## src/rtl/cond_sum_seq_ctrl_if.sv

```systemverilog
// Bundle of the operand, adder and result channels of cond_sum_seq_ctrl.
// master is the controller side, slave is the requester/adder side.
interface cond_sum_seq_ctrl_if #(
  parameter int NIBBLES = 4
);
  localparam int W = 4 * NIBBLES;

  logic         start_valid;
  logic         start_ready;
  logic [W-1:0] op_a;
  logic [W-1:0] op_b;
  logic         cin_in;
  logic         sub;
  logic [3:0]   add_x;
  logic [3:0]   add_y;
  logic         add_cin;
  logic [3:0]   add_sum;
  logic         add_cout;
  logic         res_valid;
  logic         res_ready;
  logic [W-1:0] res_sum;
  logic         res_cout;
  logic         res_ovf;

  modport master (
    input  start_valid, op_a, op_b, cin_in, sub,
    input  add_sum, add_cout, res_ready,
    output start_ready, add_x, add_y, add_cin,
    output res_valid, res_sum, res_cout, res_ovf
  );

  modport slave (
    output start_valid, op_a, op_b, cin_in, sub,
    output add_sum, add_cout, res_ready,
    input  start_ready, add_x, add_y, add_cin,
    input  res_valid, res_sum, res_cout, res_ovf
  );
endinterface

```

## src/rtl/cond_sum_seq_ctrl.sv

```systemverilog
// Nibble-serial add/subtract sequencer around an external 4-bit
// conditional-sum adder, LSB nibble first, with registered ripple carry.
module cond_sum_seq_ctrl #(
  parameter int NIBBLES = 4
) (
  input logic             clk,
  input logic             rst_n,
  cond_sum_seq_ctrl_if.master bus
);
  localparam int W  = 4 * NIBBLES;
  localparam int IW = (NIBBLES > 1) ? $clog2(NIBBLES) : 1;

  typedef enum logic [1:0] {
    IDLE,
    RUN,
    DONE
  } state_t;

  state_t         state;
  logic [W-1:0]   a_q;
  logic [W-1:0]   b_q;
  logic           carry_q;
  logic [IW-1:0]  idx_q;
  logic [W-1:0]   sum_q;
  logic           cout_q;
  logic           ovf_q;
  logic           last;
  logic           in_run;

  assign last   = (idx_q == IW'(NIBBLES - 1));
  assign in_run = rst_n && (state == RUN);

  // Outputs are forced low while reset is held, whatever the state.
  assign bus.start_ready = rst_n && (state == IDLE);
  assign bus.res_valid   = rst_n && (state == DONE);
  assign bus.res_sum     = rst_n ? sum_q : '0;
  assign bus.res_cout    = rst_n && cout_q;
  assign bus.res_ovf     = rst_n && ovf_q;
  assign bus.add_x       = in_run ? a_q[4*idx_q +: 4] : 4'h0;
  assign bus.add_y       = in_run ? b_q[4*idx_q +: 4] : 4'h0;
  assign bus.add_cin     = in_run && carry_q;

  // Sequencer: latch operands, step one nibble per cycle, hold result.
  always_ff @(posedge clk) begin
    if (!rst_n) begin
      state   <= IDLE;
      a_q     <= '0;
      b_q     <= '0;
      carry_q <= 1'b0;
      idx_q   <= '0;
      sum_q   <= '0;
      cout_q  <= 1'b0;
      ovf_q   <= 1'b0;
    end else begin
      unique case (state)
        IDLE: begin
          if (bus.start_valid) begin
            a_q     <= bus.op_a;
            b_q     <= bus.sub ? ~bus.op_b : bus.op_b;
            carry_q <= bus.sub | bus.cin_in;
            idx_q   <= '0;
            sum_q   <= '0;
            cout_q  <= 1'b0;
            ovf_q   <= 1'b0;
            state   <= RUN;
          end
        end
        RUN: begin
          sum_q[4*idx_q +: 4] <= bus.add_sum;
          carry_q             <= bus.add_cout;
          idx_q               <= idx_q + IW'(1);
          if (last) begin
            idx_q  <= '0;
            cout_q <= bus.add_cout;
            ovf_q  <= (a_q[W-1] == b_q[W-1]) &&
                      (bus.add_sum[3] != a_q[W-1]);
            state  <= DONE;
          end
        end
        DONE: begin
          if (bus.res_ready) state <= IDLE;
        end
        default: state <= IDLE;
      endcase
    end
  end
endmodule
```

## src/flat_wrapper.sv

```systemverilog
// flat-port wrapper written by rule: the top's interface ports become plain ports
module cond_sum_seq_ctrl_flat 
#(
  parameter int NIBBLES = 4
)
  (clk, rst_n, bus_start_valid, bus_op_a, bus_op_b, bus_cin_in, bus_sub, bus_add_sum, bus_add_cout, bus_res_ready, bus_start_ready, bus_add_x, bus_add_y, bus_add_cin, bus_res_valid, bus_res_sum, bus_res_cout, bus_res_ovf);
  cond_sum_seq_ctrl_if #(.NIBBLES(NIBBLES)) bus_i ();
  input logic clk;
  input logic rst_n;
  input wire logic [$bits(bus_i.start_valid)-1:0] bus_start_valid;
  input wire logic [$bits(bus_i.op_a)-1:0] bus_op_a;
  input wire logic [$bits(bus_i.op_b)-1:0] bus_op_b;
  input wire logic [$bits(bus_i.cin_in)-1:0] bus_cin_in;
  input wire logic [$bits(bus_i.sub)-1:0] bus_sub;
  input wire logic [$bits(bus_i.add_sum)-1:0] bus_add_sum;
  input wire logic [$bits(bus_i.add_cout)-1:0] bus_add_cout;
  input wire logic [$bits(bus_i.res_ready)-1:0] bus_res_ready;
  output wire logic [$bits(bus_i.start_ready)-1:0] bus_start_ready;
  output wire logic [$bits(bus_i.add_x)-1:0] bus_add_x;
  output wire logic [$bits(bus_i.add_y)-1:0] bus_add_y;
  output wire logic [$bits(bus_i.add_cin)-1:0] bus_add_cin;
  output wire logic [$bits(bus_i.res_valid)-1:0] bus_res_valid;
  output wire logic [$bits(bus_i.res_sum)-1:0] bus_res_sum;
  output wire logic [$bits(bus_i.res_cout)-1:0] bus_res_cout;
  output wire logic [$bits(bus_i.res_ovf)-1:0] bus_res_ovf;
  assign bus_i.start_valid = bus_start_valid;
  assign bus_i.op_a = bus_op_a;
  assign bus_i.op_b = bus_op_b;
  assign bus_i.cin_in = bus_cin_in;
  assign bus_i.sub = bus_sub;
  assign bus_i.add_sum = bus_add_sum;
  assign bus_i.add_cout = bus_add_cout;
  assign bus_i.res_ready = bus_res_ready;
  assign bus_start_ready = bus_i.start_ready;
  assign bus_add_x = bus_i.add_x;
  assign bus_add_y = bus_i.add_y;
  assign bus_add_cin = bus_i.add_cin;
  assign bus_res_valid = bus_i.res_valid;
  assign bus_res_sum = bus_i.res_sum;
  assign bus_res_cout = bus_i.res_cout;
  assign bus_res_ovf = bus_i.res_ovf;
  cond_sum_seq_ctrl #(.NIBBLES(NIBBLES)) u_core (.clk(clk), .rst_n(rst_n), .bus(bus_i));
endmodule
```

## config.mk

```make
export PLATFORM = sky130hd
export DESIGN_NAME = cond_sum_seq_ctrl_flat
export DESIGN_NICKNAME = d
export VERILOG_FILES = /design/src/rtl/cond_sum_seq_ctrl_if.sv /design/src/rtl/cond_sum_seq_ctrl.sv /design/src/flat_wrapper.sv
export SDC_FILE = /design/constraint.sdc
export NUM_CORES = 1
export LEC_CHECK = 0
export CORE_UTILIZATION = 40
export DETAILED_ROUTE_END_ITERATION = 8
export PLACE_DENSITY = 0.68
export SLEW_MARGIN = 20
export SYNTH_ARGS = -nofsm -noshare
export SYNTH_HDL_FRONTEND = slang
export SYNTH_SLANG_ARGS = --single-unit
```

## constraint.sdc

```tcl
create_clock -name clk -period 2.1 [get_ports clk]
set_input_delay 0.42 -clock clk [delete_from_list [all_inputs] [get_ports clk]]
set_output_delay 0.42 -clock clk [all_outputs]
set_load 0.01 [all_outputs]
```

After elaboration in Yosys (flattened, before gate mapping)
Cells that the tools add are included.

Shifts and indexed selects: 4. Reduce and logical (&&, ||, !) cells: 13. Bitwise operators: 2. Multiplexer cells: 21. Eq/ne operators: 8. $add $sub $neg: 2.

Operators by type and width (number): $mux W16 (3); $neg A4 Y34 (1); $shift A4 B34 Y16 const A (1); $shiftx A4 B34 Y16 (1); $pmux W16 S2 (1); $shiftx A16 B5 Y4 (2); $bwmux W16 (1); $not A16 Y16 (1); $mux W2 (5); $mux W4 (2); $logic_and A1 B1 Y1 (7); $pmux W1 S2 (3); $pmux W2 S3 (1); $reduce_and A3 Y1 (2); $eq A2 B2 Y1 const B (2); $mux W1 (4); $ne A2 B2 Y1 const B (2); $pmux W2 S2 (1); $reduce_and A2 Y1 (2); $add A2 B1 Y2 const B (1); $eq A2 B1 Y1 const B (1); $logic_not A2 Y1 (1); $ne A2 B1 Y1 const B (1); $reduce_bool A2 Y1 (1); 3 further kinds (3).

Output and inout bits: 29. Bits of input ports: 43. Register bits: 55. Logic and storage cells: 58.

Depth between registers and ports, before layout
Gate-level depths: netlist of the first run.

Depth after elaboration: 4. Gate-level depth with buffers: 7. Depth with buffers taken out: 5.

Worst setup path before layout of the first run
Ideal clock, no wire load.

Kind: register to output. Start: register u_core.idx_q[1]. End: output bus_add_y[1]. Cell stages (with the launch flop): 4. Arrival time: 1313 ps. Path buffers: 1. Path slack: 367 ps. Required time: 1680 ps. Path through: dfxtp_1 buf_2 mux4_1 and3_1.

Cells in the longest elaborated chain, start to end: 2.

RTL lines: start: declaration (line cond_sum_seq_ctrl.sv:23) `logic [IW-1:0] idx_q;`; start signal: assignment (line cond_sum_seq_ctrl.sv:71) `idx_q <= idx_q + IW'(1);`; $shiftx A16 B5 Y4 (line cond_sum_seq_ctrl.sv:40) `assign bus.add_y = in_run ? b_q[4*idx_q +: 4] : 4'h0;`; $mux W4 (line cond_sum_seq_ctrl.sv:40); end: declaration (line flat_wrapper.sv:20) `output wire logic [$bits(bus_i.add_y)-1:0] bus_add_y;`.

Every way passes these cells.

Final worst setup path of the first run
Start: register u_core.idx_q[0]. End: output bus_add_y[0].

Same word-level chain as after synthesis.

==> impl_metrics.toml, run 1 <==
[clocking]
path_clk_slew_ns = 0.09
ctsHtreeMaxLevel = 2
hold_buffers = 0
cts.path.max_buffers = 2
cts_tree = "done"
numCtsBuffers = 5
clock_latency_ns = 0.30
cts_num_sinks = 55
cts_root_buffer = "clkbuf_8"

[setup_path]
r2r_start = "u_core.idx_q[0]$_SDFFE_PN0P_"
r2r_cells = 7
required_ns = 1.68
critPathLaunchType = "register"
r2r_slack_ns = 0.31
cp.arrival_ns = 1.62
path_class = "register to output pin"
cp_cell_sequence = "buf_4 -> mux4_1 -> and3_4 -> buf_2"
worst_setup_path_end_kind = "output pin"
reg2reg_to = "u_core.sum_q[9]$_SDFFE_PN0P_"
cp_max_fo = 2
slowest_delay_ns = 0.53
critical_path.slowest_cell = "mux4_1"

[route]
antenna_left = 0
vias_per_cell = 4.99
finalWirelength_mm = 5.75
drt-initial-drc-count = 118
drc = 2
vias = 2232
routedWlPerCell_um = 12.9
drt_pass1_iterations = 6

[sta]
setup_violations = 0
hold_viol = 0
fmax_mhz = 489
fin_hold_ws_ns = 0.458
tightest_slew_ns = 0.531
relSlewSlack_pct = 64.6
fin_crit_ns = 2.04
finalCritPeriodShare_pct = 97.3
clock_skew_ns = 0.00530
finalMaxSlewViolations = 0
setup_slack_ns = 0.0563

[die]
rows = 29
start_util_pct = 42.3
fp.dieArea_um2 = 7200
core_um2 = 6490
num_io_pins = 72
fp.dieH_um = 84.9
fp.dieW_um = 84.9

[grt]
antenna_found_initial = 0
first_global_vias = 2175
gr-total-overflow = 0
grt_usage_pct = 17.0
grt_start_max_net_pins = 49
grt_pass1_wl_mm = 9.74

[final_layout]
area_delta_synth_final_pct = 33.1
final_nets = 418
antenna_cells = 0
fin_area_um2 = 3660
drive_gt1_share_pct = 13.0
post-route-util_pct = 56.3

[placed_design]
dp_hpwl_mm = 4.27
dp_slack_ns = -0.0205
io_buffers = 71
dpl_cell_area_um2 = 3560
place.gp.congestion = 0.791

[hold_path]
worstHoldPathType = "register to register"
hold_start = "u_core.a_q[6]$_SDFFE_PN0P_"
hold_depth = 2
hold_end = "u_core.a_q[6]$_SDFFE_PN0P_"

[power]
p_total_uw = 2140
powerDensity_nw_per_um2 = 586
irDropWorstVdd_mv = 0.253
leakage_uw = 0.00172

[synthesis]
synthArstFlopShare_pct = 0
synth_area_um2 = 2750
yosys.area.top_type = "dfxtp_1"
ys_top_cells_by_count = "71 x nand2_1, 55 x dfxtp_1, 22 x inv_1"
synth-seq-cells = 55
synth_area_leaders = "dfxtp_1 40%, nand2_1 9.7%, mux4_1 6.7%"
synth_cell_types = 39
ys_seq_area_share_pct = 40.1
synth_fp_nets = 345
synth-edff-count = 0
synth-main-ff-cell = "dfxtp_1"
synth.most_common_cell = "nand2_1"
ys_warn_count = 0
syn-instance-count = 296
synth_top_area_share_pct = 40.1
avgSynthCellArea_um2 = 9.28

[outcome]
status = "finished, violations left"
failed_checks = "design-rule violations"

[flow_run]
drv_cap = 0
per-stage QoR:
step                cells  setup TNS [ns]
finish                447               0
global route          447       -0.000876
CTS                   445               0
detailed placement    437         -0.0273
global placement      437               0
floorplan             296               0
state kept, by name, summed over array words and instances, names as in the netlist:
| name | cells |
|---|---|
| u_core.a_q | 16 |
| u_core.b_q | 16 |
| u_core.state | 2 |
| u_core.sum_q | 16 |
| u_core.ovf_q | 1 |
| u_core.cout_q | 1 |
| u_core.carry_q | 1 |
| u_core.idx_q | 2 |
worst max-delay path: cells and delay by family, from the launching register on:
kind | cells | cell delay, ns
simple gates | 1 | 0.20
buf+inv | 2 | 0.24
mux | 1 | 0.53
flops | 1 | 0.35
layout by cell type, fill, tap and decap left out, drive strengths merged:
master and count:
nand2 71, clkdlybuf4s50 61, dfxtp 55, buf 24, inv 22, xnor2 16, o211a 16, o2bb2ai 16
a21boi 16, and3 10, clkbuf 10, mux4 8, a21oi 6, ha 6, nor2 4, nor2b 4
nand2b 3, and4 3, and3b 2, a22oi 2, o22ai 2, nor3b 2, nand3b 1, or3b 1
a2bb2oi 1, o32ai 1, and4bb 1, a21o 1, o21bai 1, nand3 1, o21ai 1, clkdlybuf4s15 1
dlymetal6s2s 1
cell families (layout without fill, tap and decap cells):
kind of cell,Yosys count,count (layout),synth area share [%]
adders and majority gates,6,6,2.73
and+or+nand+nor,103,103,17.8
DFF,55,55,40.1
muxes,8,8,7.52
AOI/OAI and AO/OA,63,63,18.8
xor gates and xnor gates,16,16,5.10
buffers and inverters,45,119,8.02
final cells by class:
type	instances	area, µm²
inverters	22	82.6
well taps	77	96.3
clock buffers	8	100
fillers	619	2840
repair buffers	89	837
multi-input cells	196	1430
flip-flops and latches	55	1110
metal layers:
| metal | track usage (%) | share of wire [%] | vias up |
|---|---|---|---|
| met2 | 28.8 | 47 | 45 |
| met4 | 6.01 | 1.2 | 0 |
| met5 | 0 | 0 | - |
| li1 | - | - | 1154 |
| met1 | 21.9 | 49 | 1027 |
| met3 | 2.82 | 3.3 | 6 |
power breakdown:
group / total [µW] / internal, µW / switching [µW]
Combinational: 396 / 222 / 174
Sequential: 1130 / 1100 / 29.0
Clock: 621 / 302 / 319
Total: 2140 / 1620 / 522
what timing repair did:
item | 4_1_cts | 5_1_grt
endpoints found under the hold margin | 0 | 0
setup buffers | 0 | 2
pin swaps | 1 | 0
resized for setup | 34 | 7
endpoints found under the setup margin | 8 | 6
how the worst max path moves through the flow:
stage	startpoint	endpoint	slack, ns
after global placement	u_core.idx_q[0]$_SDFFE_PN0P_	bus_add_x[3]	0.005
final	u_core.idx_q[0]$_SDFFE_PN0P_	bus_add_y[0]	0.06
after floorplan	u_core.idx_q[1]$_SDFFE_PN0P_	bus_add_y[1]	0.37
after CTS	u_core.state[0]$_SDFFE_PN0P_	bus_add_cin	0.002
after global routing	u_core.state[0]$_SDFFE_PN0P_	bus_add_cin	-0.0009
after detailed placement	u_core.idx_q[0]$_SDFFE_PN0P_	bus_add_x[3]	-0.02
Power figures use the tool's default switching activity.
==> run 2: changes to the inputs <==
--- a/config.mk
+++ b/config.mk
@@ -5,9 +5,9 @@
 export SDC_FILE = /design/constraint.sdc
 export NUM_CORES = 1
 export LEC_CHECK = 0
-export CORE_UTILIZATION = 40
+export CORE_UTILIZATION = 49
 export DETAILED_ROUTE_END_ITERATION = 8
-export PLACE_DENSITY = 0.68
+export PLACE_DENSITY = 0.8
 export SLEW_MARGIN = 20
 export SYNTH_ARGS = -nofsm -noshare
 export SYNTH_HDL_FRONTEND = slang
==> impl_metrics.toml, run 2 (synthesis results as in run 1) <==
[hold_path]
worstHoldPathType = "register to register"
hold_depth = 2

[setup_path]
worst_setup_path_end_kind = "output pin"
setup.worst_path.end = "bus_add_y[1]"
r2r_cells = 7
cp_num_cells = 3
critical_path.slowest_cell = "mux4_1"
critPathLaunchType = "register"
cp_max_fo = 4
required_ns = 1.68
cpLargestDelayFamily = "multiplexers"
r2r_slack_ns = 0.33
slowest_delay_ns = 0.54
path_class = "register to output pin"
reg2reg_to = "u_core.sum_q[8]$_SDFFE_PN0P_"
cp-startpoint = "u_core.idx_q[1]$_SDFFE_PN0P_"
critPathBufInv = 1
r2r_start = "u_core.idx_q[1]$_SDFFE_PN0P_"
cp.arrival_ns = 1.65
cp_cell_sequence = "mux4_1 -> and3_1 -> clkdlybuf4s15_2"

[sta]
fin_hold_ws_ns = 0.454
rsz0062_at_grt = "yes"
setup_violations = 0
tightest_slew_ns = 0.549
finalCritPeriodShare_pct = 98.7
hold_viol = 0
fmax_mhz = 482
finalMaxSlewViolations = 0
relSlewSlack_pct = 63.4
clock_skew_ns = 0.00612
fin_crit_ns = 2.07

[die]
fp.dieH_um = 76.9
num_io_pins = 72
fp.dieW_um = 76.9
fp.dieArea_um2 = 5910
core_um2 = 5240
start_util_pct = 52.4
rows = 26

[route]
top_layer = "met4"
routedWlPerCell_um = 13.0
met3_length_um = 251
vias_per_cell = 5.18
antenna_left = 0
wl_met1_mm = 2.68
drt-initial-drc-count = 100
dr_wl_met2_mm = 2.67
finalWirelength_mm = 5.70
drc = 0
drt_pass1_iterations = 4
vias = 2274

[clocking]
cts_num_sinks = 55
numCtsBuffers = 5
clock_latency_ns = 0.31
path_clk_slew_ns = 0.09
cts_tree = "done"
hold_buffers = 0
cts.path.max_buffers = 2
ctsHtreeMaxLevel = 2
cts_root_buffer = "clkbuf_8"

[grt]
grt_usage_pct = 19.9
antenna_found_initial = 0
gr-total-overflow = 0
grt_pass1_wl_mm = 9.40
first_global_vias = 2041
grt_start_max_net_pins = 48

[final_layout]
reg_top3 = "u_core.a_q: 16 flops, u_core.b_q: 16 flops, u_core.sum_q: 16 flops"
fillers = 433
area_delta_synth_final_pct = 32.3
antenna_cells = 0
final_common_cell = "nand2_1"
final_cells = 439
drive_gt1_share_pct = 11.7
multi_input_comb_area_um2 = 1430
final_nets = 417
layout_common_cells = "71 x nand2_1, 61 x clkdlybuf4s50_1, 53 x dfxtp_1"
regArea_um2 = 1110

[power]
leakage_uw = 0.00172
powerDensity_nw_per_um2 = 572
irDropWorstVdd_mv = 0.367

[flow_run]
drv_cap = 0

[outcome]
status = "completed"

[placed_design]
dpl.cell_count = 429
io_buffers = 71
dp_hpwl_mm = 4.16
place.gp.congestion = 0.767
run 2: cell count changes in the layout (fill, tap and decap cells not counted), sizes merged:
cell	delta
clkbuf	-1
clkinv	+1
buf	-1
run 2: power by group:
group	total (µW)	switching, µW	internal [µW]
clock network	556	321	235
logic	394	173	220
registers	1130	31.4	1100
run 2: how the worst min path moves through the flow:
stage | endpoint | from | slack (ns)
after CTS | u_core.a_q[5]$_SDFFE_PN0P_ | u_core.a_q[5]$_SDFFE_PN0P_ | 0.46
after global routing | u_core.a_q[10]$_SDFFE_PN0P_ | u_core.a_q[10]$_SDFFE_PN0P_ | 0.47
after global placement | u_core.a_q[5]$_SDFFE_PN0P_ | u_core.a_q[5]$_SDFFE_PN0P_ | 0.44
after detailed placement | u_core.a_q[11]$_SDFFE_PN0P_ | u_core.a_q[11]$_SDFFE_PN0P_ | 0.44
after floorplan | u_core.a_q[5]$_SDFFE_PN0P_ | u_core.a_q[5]$_SDFFE_PN0P_ | 0.43
final | u_core.a_q[5]$_SDFFE_PN0P_ | u_core.a_q[5]$_SDFFE_PN0P_ | 0.45
run 2: worst min-delay path, delay by kind of cell (launching register included):
| kind | cells | cell delay, ns |
|---|---|---|
| AOI/OAI and AO/OA | 1 | 0.05 |
| DFF | 1 | 0.31 |
| and+or+nand+nor | 1 | 0.05 |
run 2: layer usage:
metal,vias to the layer above,track usage [%]
li1,1154,-
met1,1053,25.5
met2,56,32.5
met3,11,4.52
met4,0,7.31
met5,-,0
run 2: metrics by stage:
step / setup slack [ns] / util, % / TNS, ns / power (µW) / cell area [µm²]
final: 0.0272 / 69.4 / 0 / 2080 / 3630
after global routing: -0.0170 / 69.4 / -0.0170 / 2180 / 3630
after CTS: 0.0185 / 69.4 / 0 / 2100 / 3630
after detailed placement: -0.0582 / 67.7 / -0.0994 / 1540 / 3550
after global placement: -0.0140 / 67.7 / -0.0210 / 1530 / 3550
after floorplan: 0.367 / - / 0 / 1380 / 2750
run 2: layout make-up:
class / instances / share of cell area (%)
tap: 70 / 2.41
timing repair buffer: 88 / 23.1
clock buffer: 7 / 2.10
multi-input combinational: 196 / 39.5
inverter: 22 / 2.27
sequential: 55 / 30.5
clock inverter: 1 / 0.138
run 2: repair_timing:
action / 4_1_cts / 5_1_grt
endpoints found under the hold margin: 0 / 0
pin swaps: 1 / 0
gates resized for setup: 37 / 4
endpoints found under the setup margin: 9 / 5
buffers inserted: 2 / 0
==> run 3: changes to the inputs <==
--- a/config.mk
+++ b/config.mk
@@ -8,7 +8,6 @@
 export CORE_UTILIZATION = 49
 export DETAILED_ROUTE_END_ITERATION = 8
 export PLACE_DENSITY = 0.8
-export SLEW_MARGIN = 20
 export SYNTH_ARGS = -nofsm -noshare
 export SYNTH_HDL_FRONTEND = slang
 export SYNTH_SLANG_ARGS = --single-unit
==> results of run 3 <==
Same layout as run 2: the final DEF is identical, and so are final timing and power.
